`config.mk`:
```
export PLATFORM = sky130hd
export DESIGN_NAME = scope_frame_serializer_flat
export DESIGN_NICKNAME = d
export VERILOG_FILES = /design/src/rtl/scope_frame_serializer_if.sv /design/src/rtl/scope_frame_serializer.sv /design/src/flat_wrapper.sv
export SDC_FILE = /design/constraint.sdc
export NUM_CORES = 1
export LEC_CHECK = 0
export CAP_MARGIN = 0
export CORE_AREA = 2 2 123 125
export CTS_CLUSTER_DIAMETER = 40
export CTS_CLUSTER_SIZE = 10
export DETAILED_ROUTE_END_ITERATION = 12
export DIE_AREA = 0 0 125 127
export MAX_ROUTING_LAYER = met4
export PLACE_DENSITY = 0.75
export SYNTH_ARGS = -nofsm -noshare
export SYNTH_HDL_FRONTEND = slang
export SYNTH_SLANG_ARGS = --single-unit
```
`constraint.sdc`:
```
create_clock -name clock -period 10.9 [get_ports clock]
set_clock_uncertainty 0.15 [all_clocks]
set_input_delay 2.18 -clock clock [delete_from_list [all_inputs] [get_ports clock]]
set_output_delay 2.18 -clock clock [all_outputs]
set_load 0.02 [all_outputs]
```
`src/rtl/scope_frame_serializer_if.sv`:
```
// rtl/scope_frame_serializer_if.sv - position input and scope output bundle for scope_frame_serializer
interface scope_frame_serializer_if;
    logic [55:0] pos_x_flat;
    logic [47:0] pos_y_flat;
    logic        pos_valid;
    logic [7:0]  to_scope;
    logic        frame_active;
    logic        frame_done;

    modport master (
        output pos_x_flat,
        output pos_y_flat,
        output pos_valid,
        input  to_scope,
        input  frame_active,
        input  frame_done
    );

    modport slave (
        input  pos_x_flat,
        input  pos_y_flat,
        input  pos_valid,
        output to_scope,
        output frame_active,
        output frame_done
    );
endinterface

```
`src/rtl/scope_frame_serializer.sv`:
```
// rtl/scope_frame_serializer.sv - snapshots 8 object positions and streams sync/X/Y frames to the scope DAC (SCOPE_INDEX_EN adds an index level per object)
module scope_frame_serializer #(
    parameter int DWELL      = 1024,
    parameter int SYNC_DWELL = 4096,
    parameter int FREE_RUN   = 0
) (
    input logic                      clock,
    input logic                      reset,
    scope_frame_serializer_if.slave  bus
);

    localparam logic [15:0] DWELL_LAST = 16'(DWELL - 1);
    localparam logic [15:0] SYNC_LAST  = 16'(SYNC_DWELL - 1);
    localparam logic [7:0]  SYNC_LEVEL = 8'h7F;
    localparam logic [7:0]  X_CLAMP    = 8'h7E;

    typedef enum logic [2:0] {
        ST_IDLE,
        ST_SYNC,
`ifdef SCOPE_INDEX_EN
        ST_IDX,
`endif
        ST_X,
        ST_Y
    } state_t;

`ifdef SCOPE_INDEX_EN
    localparam state_t ST_OBJ_FIRST = ST_IDX;
`else
    localparam state_t ST_OBJ_FIRST = ST_X;
`endif

    state_t      state_q, state_d;
    logic [15:0] cnt_q, cnt_d;
    logic [2:0]  obj_idx_q, obj_idx_d;
    logic        pending_q, pending_d;
    logic        start;

    logic [6:0]  x_snap_q [8];
    logic [5:0]  y_snap_q [8];

    logic [7:0]  to_scope_q, to_scope_d;
    logic        active_q, active_d;
    logic        done_q, done_d;

    logic [6:0]  x_sel;
    logic [5:0]  y_sel;

    // Sequencing: cnt counts cycles already spent in the current level.
    always_comb begin
        state_d   = state_q;
        cnt_d     = cnt_q + 16'd1;
        obj_idx_d = obj_idx_q;
        pending_d = pending_q | bus.pos_valid;
        start     = 1'b0;

        case (state_q)
            ST_IDLE: begin
                cnt_d = 16'd0;
                if (pending_q || (FREE_RUN != 0)) begin
                    start     = 1'b1;
                    state_d   = ST_SYNC;
                    pending_d = bus.pos_valid;
                end
            end
            ST_SYNC: begin
                if (cnt_q == SYNC_LAST) begin
                    cnt_d   = 16'd0;
                    state_d = ST_OBJ_FIRST;
                end
            end
`ifdef SCOPE_INDEX_EN
            ST_IDX: begin
                if (cnt_q == DWELL_LAST) begin
                    cnt_d   = 16'd0;
                    state_d = ST_X;
                end
            end
`endif
            ST_X: begin
                if (cnt_q == DWELL_LAST) begin
                    cnt_d   = 16'd0;
                    state_d = ST_Y;
                end
            end
            ST_Y: begin
                if (cnt_q == DWELL_LAST) begin
                    cnt_d     = 16'd0;
                    obj_idx_d = obj_idx_q + 3'd1;
                    state_d   = (obj_idx_q == 3'd7) ? ST_IDLE : ST_OBJ_FIRST;
                end
            end
            default: begin
                cnt_d   = 16'd0;
                state_d = ST_IDLE;
            end
        endcase
    end

    // Outputs are registered from the next state, so the snapshot is
    // always stable by the time an X or Y level is selected from it.
    always_comb begin
        x_sel      = x_snap_q[obj_idx_d];
        y_sel      = y_snap_q[obj_idx_d];
        to_scope_d = 8'h00;

        case (state_d)
            ST_SYNC: to_scope_d = SYNC_LEVEL;
`ifdef SCOPE_INDEX_EN
            ST_IDX:  to_scope_d = {5'b0, obj_idx_d};
`endif
            ST_X:    to_scope_d = (x_sel == 7'd127) ? X_CLAMP : {1'b0, x_sel};
            ST_Y:    to_scope_d = {2'b00, y_sel};
            default: to_scope_d = 8'h00;
        endcase

        active_d = (state_d != ST_IDLE);
        done_d   = (state_d == ST_Y) && (obj_idx_d == 3'd7) && (cnt_d == DWELL_LAST);
    end

    always_ff @(posedge clock) begin
        if (reset) begin
            state_q    <= ST_IDLE;
            cnt_q      <= 16'd0;
            obj_idx_q  <= 3'd0;
            pending_q  <= 1'b0;
            to_scope_q <= 8'h00;
            active_q   <= 1'b0;
            done_q     <= 1'b0;
        end else begin
            state_q    <= state_d;
            cnt_q      <= cnt_d;
            obj_idx_q  <= obj_idx_d;
            pending_q  <= pending_d;
            to_scope_q <= to_scope_d;
            active_q   <= active_d;
            done_q     <= done_d;
        end
    end

    // Snapshot is data-only; it needs no reset because it is only read
    // after a frame start has loaded it.
    always_ff @(posedge clock) begin
        if (start && !reset) begin
            for (int i = 0; i < 8; i++) begin
                x_snap_q[i] <= bus.pos_x_flat[7*i +: 7];
                y_snap_q[i] <= bus.pos_y_flat[6*i +: 6];
            end
        end
    end

    assign bus.to_scope     = to_scope_q;
    assign bus.frame_active = active_q;
    assign bus.frame_done   = done_q;

endmodule

```
`src/flat_wrapper.sv`:
```
// flat-port wrapper written by rule: the top's interface ports become plain ports
module scope_frame_serializer_flat 
#(
    parameter int DWELL      = 1024,
    parameter int SYNC_DWELL = 4096,
    parameter int FREE_RUN   = 0
)
  (clock, reset, bus_pos_x_flat, bus_pos_y_flat, bus_pos_valid, bus_to_scope, bus_frame_active, bus_frame_done);
  scope_frame_serializer_if bus_i ();
  input logic clock;
  input logic reset;
  input wire logic [$bits(bus_i.pos_x_flat)-1:0] bus_pos_x_flat;
  input wire logic [$bits(bus_i.pos_y_flat)-1:0] bus_pos_y_flat;
  input wire logic [$bits(bus_i.pos_valid)-1:0] bus_pos_valid;
  output wire logic [$bits(bus_i.to_scope)-1:0] bus_to_scope;
  output wire logic [$bits(bus_i.frame_active)-1:0] bus_frame_active;
  output wire logic [$bits(bus_i.frame_done)-1:0] bus_frame_done;
  assign bus_i.pos_x_flat = bus_pos_x_flat;
  assign bus_i.pos_y_flat = bus_pos_y_flat;
  assign bus_i.pos_valid = bus_pos_valid;
  assign bus_to_scope = bus_i.to_scope;
  assign bus_frame_active = bus_i.frame_active;
  assign bus_frame_done = bus_i.frame_done;
  scope_frame_serializer #(.DWELL(DWELL), .SYNC_DWELL(SYNC_DWELL), .FREE_RUN(FREE_RUN)) u_core (.clock(clock), .reset(reset), .bus(bus_i));
endmodule
```
Word level (Yosys, flattened, before mapping). Memory sizes are Yosys's and may differ from the RTL's. Cells that the tools add are included.

Mux-type cells: 19. Reductions and logical operators: 7. $add $sub $neg: 2. Bitwise logic cells: 1. Eq/ne operators: 12.

Operator list (count): $eq A16 B10 Y1 const B (2); $mux W16 (2); $pmux W16 S2 (1); $pmux W8 S3 (1); $mux W3 (6); $add A16 B1 Y16 const B (1); $eq A16 B12 Y1 const B (1); $eq A3 B2 Y1 const B (4); $pmux W3 S4 (1); $eq A7 B7 Y1 const B (1); $mux W7 (1); $eq A3 B1 Y1 const B (2); $eq A3 B3 Y1 const B (2); $mux W1 (6); $add A3 B1 Y3 const B (1); $logic_and A1 B1 Y1 (3); $logic_not A3 Y1 (1); $reduce_bool A3 Y1 (1); $mux W2 (1); $reduce_or A2 Y1 (1); $logic_not A1 Y1 (1); $or A1 B1 Y1 (1).

RAM bits: 104. Register bits: 33. Memories kept: 2. Bits of input ports: 107.

Memories: u_core.x_snap_q (words 8, bits a word 7, rd ports 1, clocked after Yosys merged registers in 0, wr ports 8, RTL line scope_frame_serializer.sv:39) `logic [6:0] x_snap_q [8];`; u_core.y_snap_q (words 8, bits a word 6, rd ports 1, clocked after Yosys merged registers in 0, wr ports 8, RTL line scope_frame_serializer.sv:40) `logic [5:0] y_snap_q [8];`.

Logic depth before layout (Yosys ltp).
Depth in word-level cells: 7. Mapped depth: 11. Mapped depth without buffers: 8.

Least setup slack after synthesis. No wires, ideal clock.

Path type: input port to flip-flop. Start: in reset. End: mem u_core.x_snap_q[0][0], enable pin. Data arrival time: 9960 ps. Cell stages on the path: 3. Path slack: 75 ps. Data required time: 10035 ps. Cell sequence: clkbuf_2 buf_6 nor3b_1.

RTL lines: start: declaration (RTL line flat_wrapper.sv:11) `input logic reset;`; end: declaration (RTL line scope_frame_serializer.sv:39).

==> flow_summary_export.csv <==
group,metric,value,unit
status,outcome,"finished, final reports clean",
placed_design,hpwl,10.1,mm
die,die_area,15900,um2
synthesis,ys_types,67,
clock_tree,clk_path_buf_depth,2,
worst_hold_path,min_from,"u_core.cnt_q[0]",
worst_setup_path,critPathBufInv,1,
finish,finalNetCount,694,
timing,min_period,4050,ps
timing,rsz0062_at_grt,"no",
finish,multi_input_area,2730,um2
clock_tree,h-tree-depth,4,
grt,grt_overflow_total,0,
die,die_x,125,um
placed_design,dp_slack,6440,ps
die,row_count,44,
finish,nFillCells,1135,
finish,finalNonFillerCells,781,
finish,utilization,0.591,
pwr,powerDensity,144,nW/um2
pwr,leakagePower,2.74,nW
worst_hold_path,min_path_type,"reg2reg",
worst_setup_path,path_delay_family,"simple AND/OR/NAND/NOR gates",
timing,worst_pin_slew,1140,ps
drt,post_drt_wl_per_cell,18.1,um
worst_setup_path,r2r_cells,7,
clock_tree,clk_pin_slew,60,ps
drt,drt-pass1-iter-count,5,
worst_setup_path,worst-r2r-setup-slack,7200,ps
worst_setup_path,crit_chain,"clkdlybuf4s50_1 > nor2_1 > o21ai_1 > or2_1 > nor4_1",
clock_tree,clk_latency,420,ps
die,core_region_area,14400,um2
grt,grt_pass1_wl,22.7,mm
timing,finalSetupTns,0,ps
synthesis,yosysWarningCount,0,
synthesis,synth.area.top_cells,"edfxtp_1 (46%), mux4_2 (11%), dfxtp_1 (9.4%)",
worst_setup_path,cp.arrival,4210,ps
synthesis,synth_edf_count,104,
worst_setup_path,rr_endpoint,"u_core.bus.to_scope[0]",
grt,grt_use_total,0.191,
timing,setup_ws,6850,ps
worst_setup_path,max_stage_delay,710,ps
grt,antenna_found_initial,0,
clock_tree,tritoncts,"done",
placed_design,port-buffer-count,115,
synthesis,syn_area,6820,um2
worst_setup_path,path_class,"in2reg",
finish,seqCellArea,3770,um2
worst_hold_path,hold_depth,1,
placed_design,gp_congestion,0.812,
timing,clock.fmax,247,MHz
drt,viasPerCell,5.60,
timing,hold_violations,0,
worst_setup_path,endpoint_kind,"register",
synthesis,synth_largest_area_cell,"edfxtp_1",
synthesis,ys_async_sr_fraction,0,
pwr,ir_drop,0.0000984,V
timing,setup_viol,0,
finish,num_antenna_cells,0,
placed_design,dp_cells,749,
finish,area_delta_synth_final,25.0,%
finish,drive_above_1_share,0.174,
flow_run,drv_cap,0,
timing,fin_crit_sh,0.372,
synthesis,synth_top_area_share,0.458,
synthesis,netlist_instances,478,
drt,ant_nets,0,
clock_tree,cts_hold_buf,0,
timing,slew_headroom,0.236,
clock_tree,cts_root_buf,"clkbuf_16",
drt,routed_wl,14.1,mm
worst_setup_path,r2r-start,"u_core.obj_idx_q[0]",
clock_tree,numCtsBuffers,17,
worst_setup_path,cp-start-kind,"input pin",
clock_tree,cts_setup_buffers,0,
timing,final_max_slew_viol_count,0,
drt,drt_iter0_markers,254,
clock_tree,cts.repair.resized,0,
drt,detailroute.via_count,4374,
die,num_io_pins,117,
die,start_util,0.473,
die,die_h,127,um
synthesis,synthFlopType,"edfxtp_1",
grt,grt_pass1_vias,4538,
timing,worst_hold_slack,354,ps
synthesis,avgSynthCellArea,14.3,um2
worst_setup_path,worstPathRequired,11060,ps
clock_tree,cts.sinks,136,
grt,grt_max_degree,69,
synthesis,seq_area_frac_synth,0.552,
worst_setup_path,crit_slowest_cell,"clkdlybuf4s50_1",
worst_setup_path,critical_path.max_fanout,17,
synthesis,ys_seq_elements,136,
drt,route.detailed.drc,0,
worst_hold_path,worstHoldEndpoint,"u_core.cnt_q[0]",
==> cell usage after synthesis (all sizes together), types with 2 or more instances <==
master / number
mux2: 24
nor2: 32
and2: 5
mux2i: 41
or4b: 2
clkbuf: 10
nor2b: 4
inv: 4
a21oi: 9
nor4: 3
mux4: 33
a221oi: 4
buf: 20
a22oi: 2
nand4: 11
a31oi: 3
a211oi: 5
and3: 5
xnor2: 10
o31ai: 4
nand2b: 10
nand2: 33
nor3: 3
dfxtp: 32
ha: 3
o21ai: 24
and4: 5
xor2: 6
edfxtp: 104
nand3: 7
==> power by group <==
group          internal (W)  switching, W
clock network      0.000379      0.000211
registers          0.000570    0.00000561
logic             0.0000436     0.0000207
==> worst register-to-register path: stages, from the launching register on <==
cell	delay (ps)
dfxtp_2	890
ha_2	1040
mux4_2	620
mux2_2	270
mux2_2	300
nand4_1	130
o31ai_1	80
o32ai_1	120
==> sequential cells by signal, indices dropped and copies added, names as in the netlist <==
register                 flops
u_core.cnt_q                16
u_core.y_snap_q             48
u_core.bus.to_scope          7
u_core.bus.frame_done        1
u_core.obj_idx_q             3
u_core.state_q               3
u_core.pending_q             1
u_core.x_snap_q             56
u_core.bus.frame_active      1
==> how the worst max path moves through the flow <==
stage,startpoint,to,cells past startpoint
2_1_floorplan,reset,u_core.x_snap_q[0][0],3
3_3_place_gp,reset,u_core.x_snap_q[0][1],3
3_5_place_dp,reset,u_core.x_snap_q[1][4],3
4_1_cts,reset,u_core.x_snap_q[1][4],3
5_1_grt,reset,u_core.bus.frame_done,5
6_report,reset,u_core.bus.frame_done,5
==> per-stage QoR <==
step	area (um2)	total power, W
floorplan	6820	0.000605
global placement	7910	0.000649
detailed placement	7910	0.000651
CTS	8520	0.00124
global route	8520	0.00126
finish	8520	0.00123
==> area by class of cell <==
| type | count | area share |
|---|---|---|
| Sequential cell | 136 | 0.442 |
| Multi-Input combinational cell | 307 | 0.320 |
| Timing Repair Buffer | 118 | 0.138 |
| Clock buffer | 18 | 0.0504 |
| Tap cell | 184 | 0.0270 |
| Clock inverter | 14 | 0.0211 |
| Inverter | 4 | 0.00176 |
==> cells in the final DEF (no fill, tap or decap), types with 5 or more instances in the layout <==
| master | n |
|---|---|
| clkdlybuf4s50_1 | 115 |
| edfxtp_1 | 104 |
| mux2i_1 | 41 |
| mux4_2 | 32 |
| nand2_1 | 32 |
| dfxtp_1 | 30 |
| nor2_1 | 29 |
| mux2_2 | 23 |
| clkbuf_16 | 17 |
| o21ai_1 | 15 |
| nand4_1 | 11 |
| nand2b_1 | 10 |
| xnor2_1 | 10 |
| a21oi_1 | 9 |
| o21ai_0 | 9 |
| nand3_1 | 7 |
| xor2_1 | 6 |
| a211oi_1 | 5 |
==> cells by family after synthesis <==
logic type,Yosys count,synth area share
compound gates,62,0.0607
buf+inv,36,0.0499
mux,98,0.210
other cells,1,0.000550
fa+ha+maj,3,0.00551
xor+xnor,16,0.0206
flops,136,0.552
simple gates,126,0.101
==> layer usage <==
metal / share of wire / GRT usage / vias to the layer above
li1: - / - / 2065
met1: 0.41 / 0.222 / 2168
met2: 0.52 / 0.319 / 119
met3: 0.046 / 0.0486 / 22
met4: 0.020 / 0.0784 / 0
met5: 0 / - / -
Note: power is estimated with default switching activity, not from simulation.
